--- src/rtl/netwalk_pkg.sv ---
// Shared constants for the netwalk row-write path: FSM encodings, row bus widths
// and a constant-foldable clog2 helper.
package netwalk_pkg;

    localparam int unsigned ROW_ADDR_WIDTH = 8;
    localparam int unsigned ROW_DATA_WIDTH = 32;

    localparam logic [1:0] IDLE  = 2'd0;
    localparam logic [1:0] WRITE = 2'd1;
    localparam logic [1:0] ACK   = 2'd2;

    function automatic int unsigned clog2(input int unsigned value);
        int unsigned bits;
        bits = 0;
        for (int unsigned v = value - 1; v != 0; v = v >> 1) begin
            bits = bits + 1;
        end
        return bits;
    endfunction

endpackage

--- src/rtl/netwalk_rr_picker.sv ---
// Round-robin picker: first set request at or above ptr, wrapping modulo NUM_REQ.
module netwalk_rr_picker
    import netwalk_pkg::*;
#(
    parameter  int unsigned NUM_REQ = 4,
    localparam int unsigned GRANT_W = clog2(NUM_REQ)
) (
    input  logic [NUM_REQ-1:0] req,
    input  logic [GRANT_W-1:0] ptr,
    output logic               valid_c,
    output logic [GRANT_W-1:0] winner_c
);

    localparam logic [GRANT_W:0] NUM_REQ_W = (GRANT_W+1)'(NUM_REQ);

    logic [2*NUM_REQ-1:0] dbl;
    logic [NUM_REQ-1:0]   rot;
    logic [GRANT_W-1:0]   off;
    logic [GRANT_W:0]     sum;

    // Rotate so ptr lands at bit 0, then take the lowest set bit as the offset.
    always_comb begin
        dbl = {req, req};
        rot = NUM_REQ'(dbl >> ptr);
        off = '0;
        for (int i = int'(NUM_REQ) - 1; i >= 0; i--) begin
            if (rot[i]) begin
                off = GRANT_W'(i);
            end
        end
        sum      = {1'b0, ptr} + {1'b0, off};
        winner_c = (sum >= NUM_REQ_W) ? GRANT_W'(sum - NUM_REQ_W) : GRANT_W'(sum);
        valid_c  = |req;
    end

endmodule

--- src/rtl/netwalk_row_write_arbiter.sv ---
// Round-robin arbiter sharing the netwalk row-write port: latches the winner's
// row address/data, holds row_we for HOLD_CYCLES cycles, then pulses ack.
module netwalk_row_write_arbiter
    import netwalk_pkg::*;
#(
    parameter  int unsigned NUM_REQ     = 4,
    parameter  int unsigned ADDR_WIDTH  = ROW_ADDR_WIDTH,
    parameter  int unsigned DATA_WIDTH  = ROW_DATA_WIDTH,
    parameter  int unsigned HOLD_CYCLES = 2,
    localparam int unsigned GRANT_W     = clog2(NUM_REQ)
) (
    input  logic                          clk,
    input  logic                          reset,
    input  logic [NUM_REQ-1:0]            req,
    input  logic [NUM_REQ*ADDR_WIDTH-1:0] req_addr,
    input  logic [NUM_REQ*DATA_WIDTH-1:0] req_data,
    output logic [NUM_REQ-1:0]            ack,
    output logic [ADDR_WIDTH-1:0]         row_addr,
    output logic [DATA_WIDTH-1:0]         row_data,
    output logic                          row_we,
    output logic [GRANT_W-1:0]            grant_id,
    output logic                          busy
);

    localparam int unsigned      CNT_W    = clog2(HOLD_CYCLES + 1);
    localparam logic [CNT_W-1:0] CNT_LOAD = CNT_W'(HOLD_CYCLES);
    localparam logic [CNT_W-1:0] CNT_ONE  = CNT_W'(1);
    localparam logic [GRANT_W-1:0] LAST_ID = GRANT_W'(NUM_REQ - 1);

    logic [1:0]            state_q,    state_d;
    logic [CNT_W-1:0]      cnt_q,      cnt_d;
    logic [GRANT_W-1:0]    ptr_q,      ptr_d;
    logic [GRANT_W-1:0]    grant_q,    grant_d;
    logic [ADDR_WIDTH-1:0] row_addr_q, row_addr_d;
    logic [DATA_WIDTH-1:0] row_data_q, row_data_d;
    logic [NUM_REQ-1:0]    ack_q,      ack_d;
    logic                  row_we_q,   row_we_d;
    logic                  busy_q,     busy_d;

    logic                  pick_valid_c;
    logic [GRANT_W-1:0]    pick_id_c;

    netwalk_rr_picker #(
        .NUM_REQ (NUM_REQ)
    ) u_picker (
        .req      (req),
        .ptr      (ptr_q),
        .valid_c  (pick_valid_c),
        .winner_c (pick_id_c)
    );

    // State and datapath registers; synchronous active-low reset.
    always_ff @(posedge clk) begin
        if (!reset) begin
            state_q    <= IDLE;
            cnt_q      <= '0;
            ptr_q      <= '0;
            grant_q    <= '0;
            row_addr_q <= '0;
            row_data_q <= '0;
            ack_q      <= '0;
            row_we_q   <= 1'b0;
            busy_q     <= 1'b0;
        end else begin
            state_q    <= state_d;
            cnt_q      <= cnt_d;
            ptr_q      <= ptr_d;
            grant_q    <= grant_d;
            row_addr_q <= row_addr_d;
            row_data_q <= row_data_d;
            ack_q      <= ack_d;
            row_we_q   <= row_we_d;
            busy_q     <= busy_d;
        end
    end

    // Next-state logic.
    always_comb begin
        state_d = state_q;
        case (state_q)
            IDLE:    if (pick_valid_c) state_d = WRITE;
            WRITE:   if (cnt_q == CNT_ONE) state_d = ACK;
            ACK:     state_d = IDLE;
            default: state_d = IDLE;
        endcase
    end

    // Output and datapath next values; outputs are registered from state_d.
    always_comb begin
        cnt_d      = cnt_q;
        ptr_d      = ptr_q;
        grant_d    = grant_q;
        row_addr_d = row_addr_q;
        row_data_d = row_data_q;
        ack_d      = '0;
        case (state_q)
            IDLE: begin
                if (pick_valid_c) begin
                    grant_d    = pick_id_c;
                    row_addr_d = req_addr[32'(pick_id_c)*ADDR_WIDTH +: ADDR_WIDTH];
                    row_data_d = req_data[32'(pick_id_c)*DATA_WIDTH +: DATA_WIDTH];
                    cnt_d      = CNT_LOAD;
                end
            end
            WRITE: begin
                cnt_d = cnt_q - CNT_ONE;
            end
            ACK: begin
                ptr_d = (grant_q == LAST_ID) ? '0 : grant_q + GRANT_W'(1);
            end
            default: begin
                cnt_d = '0;
            end
        endcase
        if (state_d == ACK) begin
            ack_d[grant_q] = 1'b1;
        end
        row_we_d = (state_d == WRITE);
        busy_d   = (state_d != IDLE);
    end

    assign ack      = ack_q;
    assign row_addr = row_addr_q;
    assign row_data = row_data_q;
    assign row_we   = row_we_q;
    assign grant_id = grant_q;
    assign busy     = busy_q;

endmodule
--- config.mk ---
export PLATFORM = sky130hd
export DESIGN_NAME = netwalk_row_write_arbiter
export DESIGN_NICKNAME = d
export VERILOG_FILES = /design/src/rtl/netwalk_pkg.sv /design/src/rtl/netwalk_rr_picker.sv /design/src/rtl/netwalk_row_write_arbiter.sv
export SDC_FILE = /design/constraint.sdc
export NUM_CORES = 1
export LEC_CHECK = 0
export CAP_MARGIN = 0
export CORE_MARGIN = 3
export CORE_UTILIZATION = 42
export DETAILED_ROUTE_END_ITERATION = 12
export GPL_TIMING_DRIVEN = 1
export PLACE_DENSITY = 0.95
export SYNTH_ARGS = -nofsm -noshare
export SYNTH_HDL_FRONTEND = slang
export SYNTH_SLANG_ARGS = --single-unit
--- constraint.sdc ---
create_clock -name clk -period 5.7 [get_ports clk]
set_input_delay 1.14 -clock clk [delete_from_list [all_inputs] [get_ports clk]]
set_output_delay 1.14 -clock clk [all_outputs]
set_load 0.05 [all_outputs]
; After elaboration in Yosys (flattened, before gate mapping)
; Index checks and enable logic that the tools add are counted.
[classes]
n_lt_le_gt_ge = 3
multipliers = 0
n_addsub = 4
bitwise = 1
n_mux = 13
n_reduce_logical = 7
div = 0
shift = 3
n_eq_ne = 7
[ops]
columns = op, count
row1 = 128-bit by 8-bit variable part select with 32-bit output, 1
row2 = 32-bit by 6-bit variable part select with 8-bit output, 1
row3 = 2-bit 2-to-1 mux, 9
row4 = 8-bit by 2-bit right shift with 4-bit output, 1
row5 = 2-bit by 1-bit equality test with 1-bit output (second input constant), 3
row6 = 2-bit equality test (second input constant), 3
row7 = 2-bit case mux with 3 select lines, 1
row8 = 2-bit AND reduction, 3
row9 = 2-bit case mux with 2 select lines, 1
row10 = 4-bit OR reduction, 1
row11 = 2-bit by 1-bit subtractor with 2-bit output (second input constant), 2
row12 = 2-bit by 2-bit adder with 3-bit output, 1
row13 = 3-bit >= comparator (second input constant), 1
row14 = 2-bit by 3-bit < comparator with 1-bit output (second input constant), 1
row15 = 2-bit by 1-bit adder with 2-bit output (second input constant), 1
row16 = 1-bit demux with 2-bit select, 1
row17 = 2-bit by 1-bit >= comparator with 1-bit output (second input constant), 1
row18 = 2-bit zero test, 1
row19 = 2-bit != test (second input constant), 1
row20 = 2-bit nonzero test, 1
row21 = 1-bit logical AND, 1
row22 = 1-bit 2-to-1 mux, 1
row23 = 1-bit NOT, 1
[totals]
romBits = 0
latch_bits = 0
mem_bits_rw = 0
memories = 0
input_bits = 166
out_inout_bits = 48
reg_bits = 54
wordCells = 47

; Logic depth before layout (Yosys ltp)
; Gate-level depths: netlist of the first run.
[depth]
ltp_word = 9
mapped_depth = 12
mapped_depth_nobuf = 9

; Hierarchy
; A second synthesis of the first run with hierarchy kept.
[hier_totals]
cells_unflattened = 223
hier_area_um2 = 2961.6
[by_module_without_submodules]
columns = mod, seq_area_each_um2, n_inst, cells_per_inst, area_per_inst_um2
row1 = netwalk_row_write_arbiter, 1081.0, 1, 196, 2782.7
row2 = netwalk_rr_picker, 0.0, 1, 27, 178.9

; Worst setup path before layout of the first run
; OpenSTA, ideal clock, no wires.
[synth_timing]
kind = in2reg
from = input req[0]
to = register row_data_q[30], in the netlist row_data[30]
required_time_ps = 5581
slack_ps = 2291
path_stages = 9
setup_time_ps = 119
n_path_buf = 3
arrival_time_ps = 3290
path_cell_list = buf_2 or4_1 o2111ai_1 ha_1 buf_2 clkbuf_1 mux2i_1 a221oi_1 o221a_2
[synth_via]
elab_chain_len = 9
word_cells_on_any_way = 12
cone_classes = add/sub (2) / order compare (1) / shift (2) / mux (5) / reduce/logical (2)
[synth_lines]
columns = item, line_no
row1 = "start, declared", netwalk_row_write_arbiter.sv:14  ; input logic [NUM_REQ-1:0] req,
row2 = 8-bit by 2-bit right shift with 4-bit output (*), netwalk_rr_picker.sv:24  ; rot = NUM_REQ'(dbl >> ptr);
row3 = 2-bit 2-to-1 mux (3 in series), netwalk_rr_picker.sv:27  ; if (rot[i]) begin
row4 = 2-bit 2-to-1 mux (*), netwalk_rr_picker.sv:27
row5 = 2-bit by 2-bit adder with 3-bit output (*), netwalk_rr_picker.sv:31  ; sum = {1'b0, ptr} + {1'b0, off};
row6 = 3-bit >= comparator or 2-bit by 1-bit subtractor with 2-bit output (tied branches), netwalk_rr_picker.sv:32  ; winner_c = (sum >= NUM_REQ_W) ? GRANT_W'(sum - NUM_REQ_W) : GRANT_W'(sum);
row7 = 2-bit 2-to-1 mux (*), netwalk_rr_picker.sv:32
row8 = named net pick_id_c[0], netwalk_row_write_arbiter.sv:41  ; logic [GRANT_W-1:0] pick_id_c;
row9 = 128-bit by 8-bit variable part select with 32-bit output (*), netwalk_row_write_arbiter.sv:101  ; row_data_d = req_data[32'(pick_id_c)*DATA_WIDTH +: DATA_WIDTH];
row10 = "end signal, assigned", netwalk_row_write_arbiter.sv:70  ; row_data_q <= row_data_d;
row11 = "end, declared", netwalk_row_write_arbiter.sv:35  ; logic [DATA_WIDTH-1:0] row_data_q, row_data_d;
; Mark *: on every way through the listed nets, which the timed path passes. The rest lies on a longest branch.
; A chain may end at the register's enable or synchronous reset.

; Worst setup path in the final report of the first run
[layout_timing]
from = input req[3]
to = register row_data_q[6], in the netlist row_data[6]
[layout_via]
elab_chain_len = 9
word_cells_on_any_way = 12
cone_classes = add/sub (2) / order compare (1) / shift (2) / mux (5) / reduce/logical (2)
[layout_lines]
columns = item, line_no
row1 = 8-bit by 2-bit right shift with 4-bit output, netwalk_rr_picker.sv:24
row2 = 2-bit 2-to-1 mux (4 in series), netwalk_rr_picker.sv:27
row3 = 2-bit by 2-bit adder with 3-bit output, netwalk_rr_picker.sv:31
row4 = 3-bit >= comparator or 2-bit by 1-bit subtractor with 2-bit output (tied branches), netwalk_rr_picker.sv:32
row5 = 2-bit 2-to-1 mux, netwalk_rr_picker.sv:32
row6 = 128-bit by 8-bit variable part select with 32-bit output, netwalk_row_write_arbiter.sv:101
; Parallel ways exist; a longest one is shown, timed or not.

==> metrics.cfg, run 1 <==
[run_status]
status = complete, no violations

[placement]
port_buffers = 213
place_hpwl_um = 9860
dpl_worst_slack_ns = 1.26
place.gp.congestion = 0.848
placed_area_um2 = 5940
place_inst = 650

[timing]
period_minus_slack_ns = 4.13
fin_ws_ns = 1.57
fmax_mhz = 242
setup_viol_count_final = 0
drv_slew = 0
hold_slack_ns = 0.525
rsz0062_at_grt = false
fin_worst_skew_ns = 0.00352
worst_pin_slew_ns = 1.01
final-hold-violation-count = 0
slew_headroom_pct = 32.9
fin_tns_setup_ns = 0
finalCritPeriodShare_pct = 72.4

[power_and_ir_drop]
p_leak_uw = 0.00229
peakVddDrop_mv = 0.0985
p_per_area_nw_per_um2 = 206

[worst_setup_path]
r2r-start = ptr_q[0]$_SDFFE_PN0N_
cp_max_fo = 44
worstSetupEndpointType = flop
crit_required_ns = 5.90
reg2reg_to = row_data[6]$_SDFFE_PN0P_
start_kind = primary input
path_class = primary input to flop
path_depth = 11
crit_chain = clkdlybuf4s50_1 -> inv_1 -> and3_1 -> o21ai_0 -> o2111ai_1 -> ha_4 -> xor2_1 -> nor2_4 -> buf_12 -> a221oi_1 -> o221a_2
critPathTopFamily = buffers and inverters
r2r_setup_slack_ns = 2.58
crit_arrival_ns = 4.33
timing.critical_path.slowest_cell_delay_ns = 0.75
crit_buf_inv = 3
ff2ff_path_depth = 9
cp_slowest_cell = nor2_4

[yosys]
ys_seq_area_share_pct = 28.6
synth_area_um2 = 3770
syn-instance-count = 373
ys_ff_latch = 54
synth_cell_type_count = 38
yosys-top-cells-count = mux2i_1 (82), a221oi_1 (68), dfxtp_1 (54), o221a_2 (39), clkbuf_1 (26)
async_reset_ff_share_pct = 0
synthFlopType = dfxtp_1
synth_edf_count = 0
synth_top_area_cell = dfxtp_1
syn_area_per_cell_um2 = 10.1
syn_nets = 545
synth.most_common_cell = mux2i_1
yosysTopAreaCellShare_pct = 28.6
ys_warn_count = 0
synth_area_leaders = dfxtp_1 (29%), mux2i_1 (22%), a221oi_1 (16%)

[clocking]
cts-root-buf = clkbuf_8
clockBufferDepth = 2
clk_pin_slew_ns = 0.10
cts_buffers = 5
clk_latency_ns = 0.30
numClockSinks = 54
htreeDepth = 2
cts_resized = 0
hold_buffers = 0
cts_setup_buffers = 0
cts_tree = yes

[run]
drv_cap = 0

[floorplan]
initial_core_util_pct = 44.6
die_area_um2 = 10200
die-height_um = 101
core_area_um2 = 8460
ios = 214
die_x_um = 101
rows = 33

[grt]
overflow = 0
grt_max_degree = 48
antenna_found_initial = 0
grt_first_pass_wirelength_um = 20900
grt_usage_pct = 25.2
grt_pass1_vias = 4264

[routing]
vias_per_cell = 6.27
wire_per_inst_um = 20.1
vias = 4118
drt_wl_total_um = 13200
remaining_drc_errors = 0
final_antenna_net_count = 0
drtIter0Drc = 111
drt_pass1_iterations = 5

[min_path]
holdPathStages = 1
min_to = cnt_q[1]$_SDFFE_PN0P_
hp-start = cnt_q[1]$_SDFFE_PN0P_
hold_class = flop to flop

[cells_and_area]
final-seq-area_um2 = 1080
area_growth_pct = 59.5
final_layout_size_suffix_gt1_share_pct = 12.5
finalNonFillerCells = 657
diodes = 0
multi_input_area_um2 = 2510
fin_area_um2 = 6020
fillers = 629
fin_nets = 724

-- metrics by stage --
stage | total power, µW | util, %
after floorplan | 796 | -
after global placement | 1010 | 70.2
after detailed placement | 1040 | 70.2
after CTS | 1240 | 71.1
after global routing | 1300 | 71.1
final | 1240 | 71.1
-- cell usage in the layout, fill, tap and decap left out, types with 2 or more instances in the layout --
master           synthesis  final
nand2b_1                 4      4
nand3_1                  2      2
ha_1                     6      5
nor2_4                   2      2
and2_1                   4      4
clkbuf_1                26      2
a21boi_0                 2      2
mux2i_1                 82     82
o21ai_0                  4      4
nor2b_1                  2      2
buf_4                    2      2
a221oi_2                10     10
o32ai_1                  2      2
o221a_2                 39     39
nor2_1                  12     12
a21oi_1                  5      5
clkbuf_8                 0      5
inv_1                    6      6
nand2_1                  6      6
nor3_1                   3      2
clkdlybuf4s50_1          0    212
a221oi_1                68     68
dfxtp_1                 54     54
buf_12                   0      3
-- layer usage --
layer | global-route usage, % | share of wire [%] | vias up
met5 | 0 | 0 | -
met4 | 6.11 | 1.7 | 0
met3 | 6.44 | 8.6 | 17
met2 | 48.0 | 53 | 189
met1 | 27.4 | 36 | 1996
li1 | - | - | 1916
-- worst max-delay path by stage --
stage	startpoint	to	slack [ns]
6_report	req[3]	row_data[6]$_SDFFE_PN0P_	1.57
5_1_grt	req[3]	row_data[6]$_SDFFE_PN0P_	1.38
4_1_cts	req[3]	row_data[12]$_SDFFE_PN0P_	1.59
3_5_place_dp	req[3]	row_data[12]$_SDFFE_PN0P_	1.26
3_3_place_gp	req[3]	row_data[12]$_SDFFE_PN0P_	1.39
2_1_floorplan	req[0]	row_data[30]$_SDFFE_PN0P_	2.29
-- where the power goes --
group	switching (µW)	internal [µW]
logic	313	279
clock network	125	85.3
registers	23.4	414
total	461	778
-- cell type report --
type	instances	share of cell area (%)
Multi-Input combinational cell	267	41.6
Timing Repair Buffer	218	36.6
Sequential cell	54	18.0
Tap cell	105	2.18
Clock buffer	7	1.27
Inverter	6	0.374
-- sequential cells by signal, indices dropped and copies added, names as in the netlist --
name      cells
ack           4
busy          1
cnt_q         2
grant_id      2
ptr_q         2
row_addr      8
row_data     32
row_we        1
state_q       2
-- cells by family after synthesis --
group	Yosys count	synth area share [%]
AO/OA/AOI/OAI	136	34.8
multiplexers	83	22.0
flip-flops	54	28.6
buffers and inverters	52	5.93
AND/OR/NAND/NOR	40	6.10
adder cells (fa/ha/maj)	6	1.99
XOR/XNOR	2	0.464
Note: power is estimated with default switching activity, not from simulation.
==> run 2, diff against run 1 <==
Settings changed: CORE_UTILIZATION 42 to 39, PLACE_DENSITY 0.95 to 0.9.
Clock period 5.7 ns to 3.9 ns, I/O delays scaled along.
==> run 2 against run 1 <==
Compared with the run above: combinational power rose by 48%; clock skew rose by 0.0049 ns; utilization fell by 5.1 points; first-iteration DRC count rose by 140%; design area rose by 2.3%; critical path depth fell by 1; largest cell class unchanged; largest power group unchanged; highest routed layer unchanged.
==> metrics.cfg, run 2 (synthesized netlist as in run 1, its figures left out) <==
[worst_setup_path]
crit_arrival_ns = 3.54  ; -0.79 ns
path_class = primary input to flop
path_depth = 10  ; -1
cp_slowest_cell = clkdlybuf4s50_1
crit_chain = clkdlybuf4s50_1 -> inv_1 -> and3_1 -> o21ai_0 -> o2111ai_1 -> ha_4 -> buf_12 -> mux2i_1 -> a221oi_1 -> o221a_2
crit_buf_inv = 3  ; unchanged
crit_required_ns = 4.10  ; -1.80 ns
timing.critical_path.slowest_cell_delay_ns = 0.59  ; -0.16 ns
cp_max_fo = 28  ; -36%
worstSetupEndpointType = flop
start_kind = primary input
ff2ff_path_depth = 8  ; -1
critPathTopFamily = buffers and inverters

[cells_and_area]
area_growth_pct = 63.1
layout_commonest_cell = clkdlybuf4s50_1
fin_area_um2 = 6160  ; +2.3%
layout_common_cells = clkdlybuf4s50_1 (212), mux2i_1 (82), a221oi_1 (68)
diodes = 0  ; unchanged
largest_reg_flops = 32  ; unchanged
final_layout_size_suffix_gt1_share_pct = 14.0  ; +1.5 points
fin_nets = 730  ; +0.83%

[routing]
remaining_drc_errors = 0  ; unchanged
vias = 4110  ; -0.19%
vias_per_cell = 5.97  ; -4.7%
wire_per_inst_um = 19.3  ; -4.4%
drtIter0Drc = 261  ; +140%
final_antenna_net_count = 0  ; unchanged
drt_pass1_iterations = 4  ; -1
drt_wl_total_um = 13200  ; +0.11%

[floorplan]
rows = 35  ; +6.1%
die-height_um = 104  ; +3.5%
die_x_um = 104  ; +3.5%
die_area_um2 = 10900  ; +7.2%
initial_core_util_pct = 40.5  ; -4.1 points
ios = 214  ; unchanged
core_area_um2 = 9330  ; +10%

[timing]
period_minus_slack_ns = 3.34
drv_slew = 0  ; unchanged
fin_worst_skew_ns = 0.00840  ; +0.00488 ns
worst_pin_slew_ns = 0.917  ; -0.0905 ns
fin_tns_setup_ns = 0  ; unchanged
slew_headroom_pct = 38.9  ; +6.0 points
rsz0062_at_grt = false
setup_viol_count_final = 0  ; unchanged
final-hold-violation-count = 0  ; unchanged
finalCritPeriodShare_pct = 85.5
hold_slack_ns = 0.537  ; +0.0121 ns
fmax_mhz = 300

[grt]
grt_first_pass_wirelength_um = 20800  ; -0.53%
grt_usage_pct = 22.7  ; -2.5 points
antenna_found_initial = 0  ; unchanged
grt_pass1_vias = 4212  ; -1.2%
grt_max_degree = 80  ; +67%
overflow = 0  ; unchanged

[power_and_ir_drop]
switching_power_uw = 687  ; +49%
p_per_area_nw_per_um2 = 309  ; +50%
power_frac_clock_pct = 20.4  ; +3.4 points
seqPwrFrac_pct = 33.6  ; -1.7 points
intPower_uw = 1210  ; +56%
peakVddDrop_mv = 0.175  ; +77%
p_leak_uw = 0.00234  ; +2.2%
p_sw_share_pct = 36.2  ; -1.0 points
combPwrFrac_pct = 46.0  ; -1.7 points

[placement]
port_buffers = 213  ; unchanged
placed_area_um2 = 6040  ; +1.7%
place.gp.congestion = 0.773  ; -8.8%
place_hpwl_um = 9990  ; +1.3%

[clocking]
hold_buffers = 0  ; unchanged
cts_resized = 0  ; unchanged
cts_tree = yes
clk_pin_slew_ns = 0.11  ; about the same
numClockSinks = 54  ; unchanged
clk_latency_ns = 0.30  ; about the same
cts_setup_buffers = 0  ; unchanged
cts_buffers = 5  ; unchanged
clockBufferDepth = 2  ; unchanged
cts-root-buf = clkbuf_8
htreeDepth = 2  ; unchanged

[run_status]
status = complete, no violations

[min_path]
holdPathStages = 1  ; unchanged
hold_class = flop to flop

[run]
drv_cap = 0  ; unchanged

## run 2: changes by cell type in the layout (fill, tap and decap cells not counted), sizes merged
| cell | previous run | this run |
|---|---|---|
| clkbuf | 7 | 5 |
| buf | 6 | 12 |
| clkinvlp | 0 | 2 |
| bufinv | 0 | 1 |
## run 2: worst paths after layout
check,startpoint,to,slack [ns]
worst max-delay path,req[3],row_data[3]$_SDFFE_PN0P_,0.56
worst min-delay path,cnt_q[1]$_SDFFE_PN0P_,cnt_q[1]$_SDFFE_PN0P_,0.54
worst max register to register,ptr_q[0]$_SDFFE_PN0N_,row_data[3]$_SDFFE_PN0P_,1.18
worst min register to register,cnt_q[1]$_SDFFE_PN0P_,cnt_q[1]$_SDFFE_PN0P_,0.54
## run 2: cell type report
class                   instances  area [µm²]
clock inverters                 3        45.0
clock buffers                   5        68.8
multi-input cells             267        2510
repair buffers                224        2270
well taps                     129         161
flip-flops and latches         54        1080
fillers                       750        3170
inverters                       6        22.5
## run 2: power by group through the flow
stage / combinational [µW] / clock [µW] / sequential, µW
floorplan: 344 / 0 / 819
global placement: 848 / 0 / 648
detailed placement: 874 / 0 / 651
CTS: 876 / 393 / 639
global route: 923 / 413 / 645
finish: 874 / 388 / 639
## run 2: through the flow
stage / utilization [%] / setup slack, ns / std cells / power [µW]
floorplan: - / 0.851 / 373 / 1160
CTS: 66.0 / 0.562 / 688 / 1910
finish: 66.0 / 0.564 / 688 / 1900
global placement: 64.8 / 0.360 / 680 / 1500
detailed placement: 64.8 / 0.235 / 680 / 1520
global route: 66.0 / 0.422 / 688 / 1980
## run 2: layer usage
layer	part of all wire, %	track usage [%]	vias to the layer above	wire length [µm]
met5	0	0	-	0
met4	2.6	7.79	0	346
met3	7.9	6.27	31	1050
met2	51	40.8	198	6730
met1	39	25.6	1945	5120
li1	-	-	1936	-
